--- src/rtl/axi4_apb_bridge.sv ---
// rtl/axi4_apb_bridge.sv - AXI4 slave to APB bridge, one outstanding transaction
package types_amba_pkg;
    localparam int CFG_SYSBUS_ADDR_BITS = 48;
    localparam int CFG_SYSBUS_ID_BITS   = 5;
    localparam int CFG_SYSBUS_USER_BITS = 1;

    localparam logic [1:0] AXI_BURST_FIXED = 2'd0;
    localparam logic [1:0] AXI_BURST_INCR  = 2'd1;
    localparam logic [1:0] AXI_BURST_WRAP  = 2'd2;
    localparam logic [1:0] AXI_RESP_OKAY   = 2'd0;
    localparam logic [1:0] AXI_RESP_SLVERR = 2'd2;

    typedef struct packed {
        logic [CFG_SYSBUS_ADDR_BITS-1:0] addr;
        logic [7:0]                      len;
        logic [2:0]                      size;
        logic [1:0]                      burst;
        logic [2:0]                      prot;
    } axi4_metadata_type;

    typedef struct packed {
        logic                            aw_valid;
        axi4_metadata_type               aw_bits;
        logic [CFG_SYSBUS_ID_BITS-1:0]   aw_id;
        logic [CFG_SYSBUS_USER_BITS-1:0] aw_user;
        logic                            w_valid;
        logic [63:0]                     w_data;
        logic                            w_last;
        logic [7:0]                      w_strb;
        logic [CFG_SYSBUS_USER_BITS-1:0] w_user;
        logic                            b_ready;
        logic                            ar_valid;
        axi4_metadata_type               ar_bits;
        logic [CFG_SYSBUS_ID_BITS-1:0]   ar_id;
        logic [CFG_SYSBUS_USER_BITS-1:0] ar_user;
        logic                            r_ready;
    } axi4_slave_in_type;

    typedef struct packed {
        logic                            aw_ready;
        logic                            w_ready;
        logic                            b_valid;
        logic [1:0]                      b_resp;
        logic [CFG_SYSBUS_ID_BITS-1:0]   b_id;
        logic [CFG_SYSBUS_USER_BITS-1:0] b_user;
        logic                            ar_ready;
        logic                            r_valid;
        logic [1:0]                      r_resp;
        logic [63:0]                     r_data;
        logic                            r_last;
        logic [CFG_SYSBUS_ID_BITS-1:0]   r_id;
        logic [CFG_SYSBUS_USER_BITS-1:0] r_user;
    } axi4_slave_out_type;

    typedef struct packed {
        logic [31:0] paddr;
        logic [2:0]  pprot;
        logic        pselx;
        logic        penable;
        logic        pwrite;
        logic [31:0] pwdata;
        logic [3:0]  pstrb;
    } apb_in_type;

    typedef struct packed {
        logic        pready;
        logic [31:0] prdata;
        logic        pslverr;
    } apb_out_type;

    localparam axi4_slave_out_type axi4_slave_out_none = '0;
    localparam apb_in_type         apb_in_none         = '0;

    function automatic logic [31:0] XSizeToBytes(input logic [2:0] size);
        return 32'd1 << size;
    endfunction
endpackage

module axi4_apb_bridge
    import types_amba_pkg::*;
(
    input  logic               i_clk,
    input  logic               i_nrst,
    input  axi4_slave_in_type  i_xslvi,
    output axi4_slave_out_type o_xslvo,
    output apb_in_type         o_apbi,
    input  apb_out_type        i_apbo
);
    typedef enum logic [2:0] {IDLE, WDATA, SETUP, ACCESS, RRESP, BRESP} state_t;

    state_t                          state;
    logic [31:0]                     addr;
    logic [7:0]                      beat_cnt;
    logic [2:0]                      size;
    logic [1:0]                      burst;
    logic [2:0]                      prot;
    logic [CFG_SYSBUS_ID_BITS-1:0]   id;
    logic [CFG_SYSBUS_USER_BITS-1:0] user;
    logic                            is_write;
    logic                            err;
    logic                            half;
    logic                            last_read;
    logic [63:0]                     wdata;
    logic [7:0]                      wstrb;
    logic [63:0]                     rdata;

    logic                            grant_rd;
    logic                            grant_wr;
    axi4_metadata_type               req;
    logic [31:0]                     paddr;
    logic [31:0]                     next_addr;
    logic                            unused_bits;

    // On a tie the channel that did not win last time is served.
    assign grant_rd  = i_xslvi.ar_valid && (!i_xslvi.aw_valid || !last_read);
    assign grant_wr  = i_xslvi.aw_valid && !grant_rd;
    assign req       = grant_rd ? i_xslvi.ar_bits : i_xslvi.aw_bits;
    assign paddr     = {addr[31:2], 2'b00} + {29'd0, half, 2'b00};
    assign next_addr = (burst == AXI_BURST_FIXED) ? addr : addr + XSizeToBytes(size);
    assign unused_bits = ^{req.addr[CFG_SYSBUS_ADDR_BITS-1:32], i_xslvi.w_last, i_xslvi.w_user};

    always_ff @(posedge i_clk or negedge i_nrst) begin
        if (!i_nrst) begin
            state     <= IDLE;
            addr      <= '0;
            beat_cnt  <= '0;
            size      <= '0;
            burst     <= '0;
            prot      <= '0;
            id        <= '0;
            user      <= '0;
            is_write  <= 1'b0;
            err       <= 1'b0;
            half      <= 1'b0;
            last_read <= 1'b0;
            wdata     <= '0;
            wstrb     <= '0;
            rdata     <= '0;
        end else begin
            case (state)
                IDLE: begin
                    if (grant_rd || grant_wr) begin
                        addr      <= req.addr[31:0];
                        beat_cnt  <= req.len;
                        size      <= (req.size > 3'd3) ? 3'd3 : req.size;
                        burst     <= req.burst;
                        prot      <= req.prot;
                        id        <= grant_rd ? i_xslvi.ar_id : i_xslvi.aw_id;
                        user      <= grant_rd ? i_xslvi.ar_user : i_xslvi.aw_user;
                        is_write  <= grant_wr;
                        err       <= 1'b0;
                        half      <= 1'b0;
                        last_read <= grant_rd;
                        state     <= grant_rd ? SETUP : WDATA;
                    end
                end
                WDATA: begin
                    if (i_xslvi.w_valid) begin
                        wdata <= i_xslvi.w_data;
                        wstrb <= i_xslvi.w_strb;
                        state <= SETUP;
                    end
                end
                SETUP: state <= ACCESS;
                ACCESS: begin
                    if (i_apbo.pready) begin
                        if (i_apbo.pslverr) begin
                            err <= 1'b1;
                        end
                        if (!is_write) begin
                            if (size != 3'd3) begin
                                rdata <= {i_apbo.prdata, i_apbo.prdata};
                            end else if (half) begin
                                rdata[63:32] <= i_apbo.prdata;
                            end else begin
                                rdata[31:0] <= i_apbo.prdata;
                            end
                        end
                        // 64-bit beats take a second APB transfer for the upper word.
                        if (size == 3'd3 && !half) begin
                            half  <= 1'b1;
                            state <= SETUP;
                        end else begin
                            half <= 1'b0;
                            if (!is_write) begin
                                state <= RRESP;
                            end else if (beat_cnt == 8'd0) begin
                                state <= BRESP;
                            end else begin
                                beat_cnt <= beat_cnt - 8'd1;
                                addr     <= next_addr;
                                state    <= WDATA;
                            end
                        end
                    end
                end
                RRESP: begin
                    if (i_xslvi.r_ready) begin
                        err <= 1'b0;
                        if (beat_cnt == 8'd0) begin
                            state <= IDLE;
                        end else begin
                            beat_cnt <= beat_cnt - 8'd1;
                            addr     <= next_addr;
                            state    <= SETUP;
                        end
                    end
                end
                BRESP: begin
                    if (i_xslvi.b_ready) begin
                        state <= IDLE;
                    end
                end
                default: state <= IDLE;
            endcase
        end
    end

    always_comb begin
        o_xslvo          = axi4_slave_out_none;
        o_xslvo.ar_ready = (state == IDLE);
        o_xslvo.aw_ready = (state == IDLE);
        o_xslvo.w_ready  = (state == WDATA);
        o_xslvo.r_valid  = (state == RRESP);
        o_xslvo.r_data   = rdata;
        o_xslvo.r_resp   = err ? AXI_RESP_SLVERR : AXI_RESP_OKAY;
        o_xslvo.r_last   = (state == RRESP) && (beat_cnt == 8'd0);
        o_xslvo.r_id     = id;
        o_xslvo.r_user   = user;
        o_xslvo.b_valid  = (state == BRESP);
        o_xslvo.b_resp   = err ? AXI_RESP_SLVERR : AXI_RESP_OKAY;
        o_xslvo.b_id     = id;
        o_xslvo.b_user   = user;

        o_apbi = apb_in_none;
        if (state == SETUP || state == ACCESS) begin
            o_apbi.pselx   = 1'b1;
            o_apbi.penable = (state == ACCESS);
            o_apbi.paddr   = paddr;
            o_apbi.pprot   = prot;
            o_apbi.pwrite  = is_write;
            o_apbi.pwdata  = paddr[2] ? wdata[63:32] : wdata[31:0];
            o_apbi.pstrb   = paddr[2] ? wstrb[7:4] : wstrb[3:0];
        end
    end
endmodule

--- config.mk ---
export PLATFORM = sky130hd
export DESIGN_NAME = axi4_apb_bridge
export DESIGN_NICKNAME = d
export VERILOG_FILES = /design/src/rtl/axi4_apb_bridge.sv
export SDC_FILE = /design/constraint.sdc
export NUM_CORES = 1
export LEC_CHECK = 0
export CAP_MARGIN = 20
export CORE_AREA = 2 2 162 164
export DETAILED_ROUTE_END_ITERATION = 8
export DIE_AREA = 0 0 164 166
export GPL_ROUTABILITY_DRIVEN = 0
export PLACE_DENSITY_LB_ADDON = 0.3
export RECOVER_POWER = 100
export SLEW_MARGIN = 20
export SYNTH_ARGS = -nofsm -noshare
export SYNTH_HDL_FRONTEND = slang
export SYNTH_SLANG_ARGS = --single-unit
export TNS_END_PERCENT = 20
--- constraint.sdc ---
create_clock -name i_clk -period 5.65 [get_ports i_clk]
set_input_delay 1.13 -clock i_clk [delete_from_list [all_inputs] [get_ports i_clk]]
set_output_delay 1.13 -clock i_clk [all_outputs]
set_load 0.02 [all_outputs]
# Word level (Yosys, flattened, before mapping)
# Cells that the tools add are included.
# totals
inputBits,255
mem_count,0
register_bits,197
latchBits,0
ramBits,0
rom_bits,0
word_cells,108
# op_classes
n_addsub,3
order_cmp,1
n_reduce_logical,25
muxes,45
eq_ne,16
n_bitwise,1
div_mod_pow,0
n_mul,0
shift,1
# op_table
operator,n
$mux 32,10
$pmux 32 s3,1
$mux 74,1
$mux 64,1
$mux 48,1
$mux 8,6
$add 32x3->32,1
$add 32x32->32,1
$shl 1x3->32 const A,1
$mux 3,9
$pmux 8 s3,1
$pmux 3 s6,1
$ne 2x2->1 const B,7
$reduce_and 5->1,2
$eq 3x2->1 const B,3
$logic_not 8->1,1
$reduce_and 4->1,2
$sub 8x1->8 const B,1
$mux 1,7
$eq 3x3->1 const B,2
$mux 2,3
$reduce_and 6->1,1
$mux 5,1
$logic_and 1x1->1,4
16 further kinds,24

# Logic depth before layout (Yosys ltp)
# Gate-level depths: netlist of run 1.
# logic_depth
ltp_word,8
depth_mapped,11

# Worst setup path after synthesis of run 1
# Ideal clock, no wire load.
# synth_timing
path_kind,reg2out
from,reg half
to,out o_apbi[10] (netlist bit)
arrival_time_ns,1.986
slack_ns,2.534
t_required_ns,4.520
path_stages_with_launch,6
path_cell_list,dfrtp_1 ha_1 clkbuf_1 buf_1 mux2i_1 nor2_1
# synth_rtl
item,line_no,source
from (decl),101,logic half;
from (signal assigned),134,half <= 1'b0;
from (signal assigned),152,half <= 1'b0;
from (signal assigned),181,half <= 1'b1;
to (decl),86,"output apb_in_type o_apbi,"

==> results of run 1 <==
==> layer usage <==
metal  vias to the layer above  routed length [µm]
met4                         8                 653
li1                       4442                   -
met3                        47                2850
met2                       370               16000
met5                         -                  55
met1                      4438               13300
==> sequential cells by signal (all words and copies together), names as in the netlist, 3 cells and up <==
signal,flops
addr,32
beat_cnt,8
id,5
prot,3
rdata,64
size,3
state,3
wdata,64
wstrb,8
==> kinds of logic after synthesis <==
family | Yosys count | share of synthesized area, %
buffers and inverters | 93 | 4.14
muxes | 191 | 19.4
adders and majority gates | 13 | 1.59
DFF | 197 | 46.0
xor gates and xnor gates | 30 | 2.45
and+or+nand+nor | 359 | 15.1
other | 1 | 0.0350
AOI/OAI and AO/OA | 189 | 11.3
==> area by class of cell <==
class | count | area share (%)
diodes | 2 | 0.0329
clock buffers | 18 | 2.82
clock inverters | 14 | 1.18
inverters | 11 | 0.272
multi-input cells | 786 | 35.4
flip-flops and latches | 197 | 32.4
well taps | 335 | 2.76
repair buffers | 389 | 25.2
==> cell usage in the layout (no fill, tap or decap), types with 5 or more instances in the layout <==
| master | synthesis | layout |
|---|---|---|
| xnor2_1 | 14 | 14 |
| clkbuf_1 | 29 | 7 |
| a21o_1 | 6 | 6 |
| o31ai_1 | 8 | 8 |
| nand3_1 | 38 | 38 |
| mux2i_1 | 54 | 54 |
| mux2_2 | 135 | 133 |
| o21a_1 | 5 | 5 |
| dfrtp_1 | 197 | 197 |
| nor2_1 | 114 | 114 |
| o21ai_0 | 27 | 47 |
| ha_1 | 12 | 11 |
| a31oi_1 | 6 | 6 |
| a21oi_1 | 63 | 62 |
| and3_1 | 5 | 5 |
| nor4_1 | 9 | 10 |
| and2_1 | 9 | 6 |
| a211oi_1 | 4 | 5 |
| o22a_1 | 5 | 5 |
| dlygate4sd3_1 | 0 | 120 |
| a211o_1 | 5 | 5 |
| nand2_1 | 131 | 131 |
| xor2_1 | 16 | 16 |
| a32oi_1 | 5 | 5 |
| clkinv_8 | 0 | 5 |
| nor3_1 | 10 | 11 |
| nand4_1 | 16 | 16 |
| inv_1 | 10 | 10 |
| clkbuf_16 | 0 | 17 |
| clkdlybuf4s50_1 | 0 | 255 |
==> metrics by stage <==
stage	hold WS [ns]	power [W]	worst slack, ns
6_report	0.478	0.00922	0.731
5_1_grt	0.509	0.00980	0.561
4_1_cts	0.481	0.00948	1.25
3_5_place_dp	0.463	0.00818	1.36
3_3_place_gp	0.456	0.00806	1.41
2_1_floorplan	0.442	0.00596	2.53
==> path summary, 6_finish.rpt <==
kind / to / slack [ns] / depth (start not counted)
max: o_apbi[20] / 0.73 / 4
min: prot[0]$_DFFE_PN0P_ / 0.48 / 2
max reg2reg: wdata[48]$_DFFE_PN0P_ / 1.43 / 5
min reg2reg: prot[0]$_DFFE_PN0P_ / 0.48 / 2
max in group asynchronous: wdata[55]$_DFFE_PN0P_ / 1.66 / 2
min in group asynchronous: beat_cnt[3]$_DFFE_PN0P_ / 1.46 / 1
==> worst max-delay path, stage by stage (launching register included) <==
cell and delay (ns):
dfrtp_1 0.69, nand2b_1 0.91, clkbuf_2 0.91, nor2_1 0.10
dlygate4sd3_1 0.70
==> power groups by stage <==
stage               Clock (W)  Sequential (W)  Combinational (W)
global placement            0         0.00267            0.00540
CTS                   0.00129         0.00268            0.00551
floorplan                   0         0.00280            0.00316
global route          0.00134         0.00278            0.00568
finish                0.00127         0.00268            0.00528
detailed placement          0         0.00271            0.00547
==> flow_summary.toml, run 1 <==
[grt]
grt.met2_usage_pct = 39.7
grt_pass1_wl_mm = 51.2
grt_max_degree = 101
met1_usage_pct = 29.8
track_usage_pct = 23.9
grt_pass1_vias = 9292
grt_overflow_total = 0
top_usage_layer = "met2"
antenna_found_initial = 5
gr-usage-met3_pct = 7.44

[detailed_routing]
vias = 9305
viasPerCell = 5.31
dr.pass1.iters = 5
ant_nets = 0
wl_mm = 32.9
drc_errors = 0
wl_per_cell_um = 18.8
drt_iter0_markers = 627

[floorplan]
initial_utilization_pct = 41.9
die_h_um = 166
rows = 59
die_x_um = 164
die_area_um2 = 27200
core_area_um2 = 25600
io-pin-count = 415

[synth]
synth_top_cell_by_area = "dfrtp_1"
ys_seq_elements = 197
synth_common_cells = "dfrtp_1, mux2_2, nand2_1"
syn_inst = 1073
synth_edf_count = 0
ys_types = 72
syn_area_per_cell_um2 = 10.0
yosysTopAreaCellShare_pct = 46.0
async_flop_share_pct = 100
yosys_warnings = 0
syn-cell-area_um2 = 10700
synth_area_leaders = "dfrtp_1, mux2_2, mux2i_1"
synth.yosys.seq_area_share_pct = 46.0
yosysMostFrequentCell = "dfrtp_1"
synth_flop_cell = "dfrtp_1"

[worst_setup_path]
critPathLaunch = "state[2]$_DFFE_PN0P_"
criticalPathCategory = "reg2out"
arrival_ns = 3.79
required_ns = 4.52
crit_path_start_kind = "flip-flop"
worstSetupEndpointType = "output pin"
crit_fanout = 42
r2r-start = "state[0]$_DFFE_PN0P_"

[power_and_ir_drop]
p_int_w = 0.00512
combPwrFrac_pct = 57.3
p_leak_nw = 6.39
switching_share_pct = 44.5
clkPwrFrac_pct = 13.7
power_switching_w = 0.00411
powerDensity_nw_per_um2 = 607
peakVddDrop_mv = 0.314
p_seq_share_pct = 29.0

[timing]
max_freq_ghz = 0.203
final-setup-viol-count = 0
drv_slew = 286
final.setup.tns_ns = 0
period_minus_slack_ns = 4.92
fin_crit_sh_pct = 87.1
hold_viol = 0
skew_ns = 0.0171
tightest_slew_ns = 2.63
slew_headroom_pct = -75.2
rsz0062_at_grt = "false"

[clock_network]
cts_buffers = 17
clk_path_buf_depth = 2
cts_tree = "built"
clk_pin_slew_worst_paths_ns = 0.08
clk_latency_ns = 0.44
cts-root-buf = "clkbuf_16"
cts_resized = 0
h-tree-depth = 4
cts_setup_buffers = 0
hold_buffers = 0
clock_sinks = 197

[run]
cap_violations = 6

[placement]
dp.final_hpwl_mm = 24.1
place_inst = 1718
port_buffers = 376
post_dp_cell_area_um2 = 14700

[final_layout]
multi_input_area_um2 = 5380
final-instance-count-excl-fill = 1752
drive_gt1_share_pct = 13.1
final_cell_area_um2 = 15200
fillers = 2153
ff_latch_area_um2 = 4930
fin_util_pct = 59.4
finalNetCount = 1670
area_delta_synth_final_pct = 41.8

[run_status]
violations = "capacitance limit, slew limit"
outcome = "finished with violations"

[worst_hold_path]
hold_start = "prot[0]$_DFFE_PN0P_"
hold_path.class = "reg2reg"
Power figures use the tool's default switching activity.
==> run 2: changes to the inputs <==
--- a/config.mk
+++ b/config.mk
@@ -16,4 +16,4 @@
 export SYNTH_ARGS = -nofsm -noshare
 export SYNTH_HDL_FRONTEND = slang
 export SYNTH_SLANG_ARGS = --single-unit
-export TNS_END_PERCENT = 20
+export TNS_END_PERCENT = 100
==> results of run 2 <==
The final DEF is identical to that of run 1; final timing and power are the same.
==> run 3: changes to the inputs <==
--- a/config.mk
+++ b/config.mk
@@ -12,7 +12,6 @@
 export GPL_ROUTABILITY_DRIVEN = 0
 export PLACE_DENSITY_LB_ADDON = 0.3
 export RECOVER_POWER = 100
-export SLEW_MARGIN = 20
 export SYNTH_ARGS = -nofsm -noshare
 export SYNTH_HDL_FRONTEND = slang
 export SYNTH_SLANG_ARGS = --single-unit
==> results of run 3 <==
The final DEF is identical to that of run 1; final timing and power are the same.
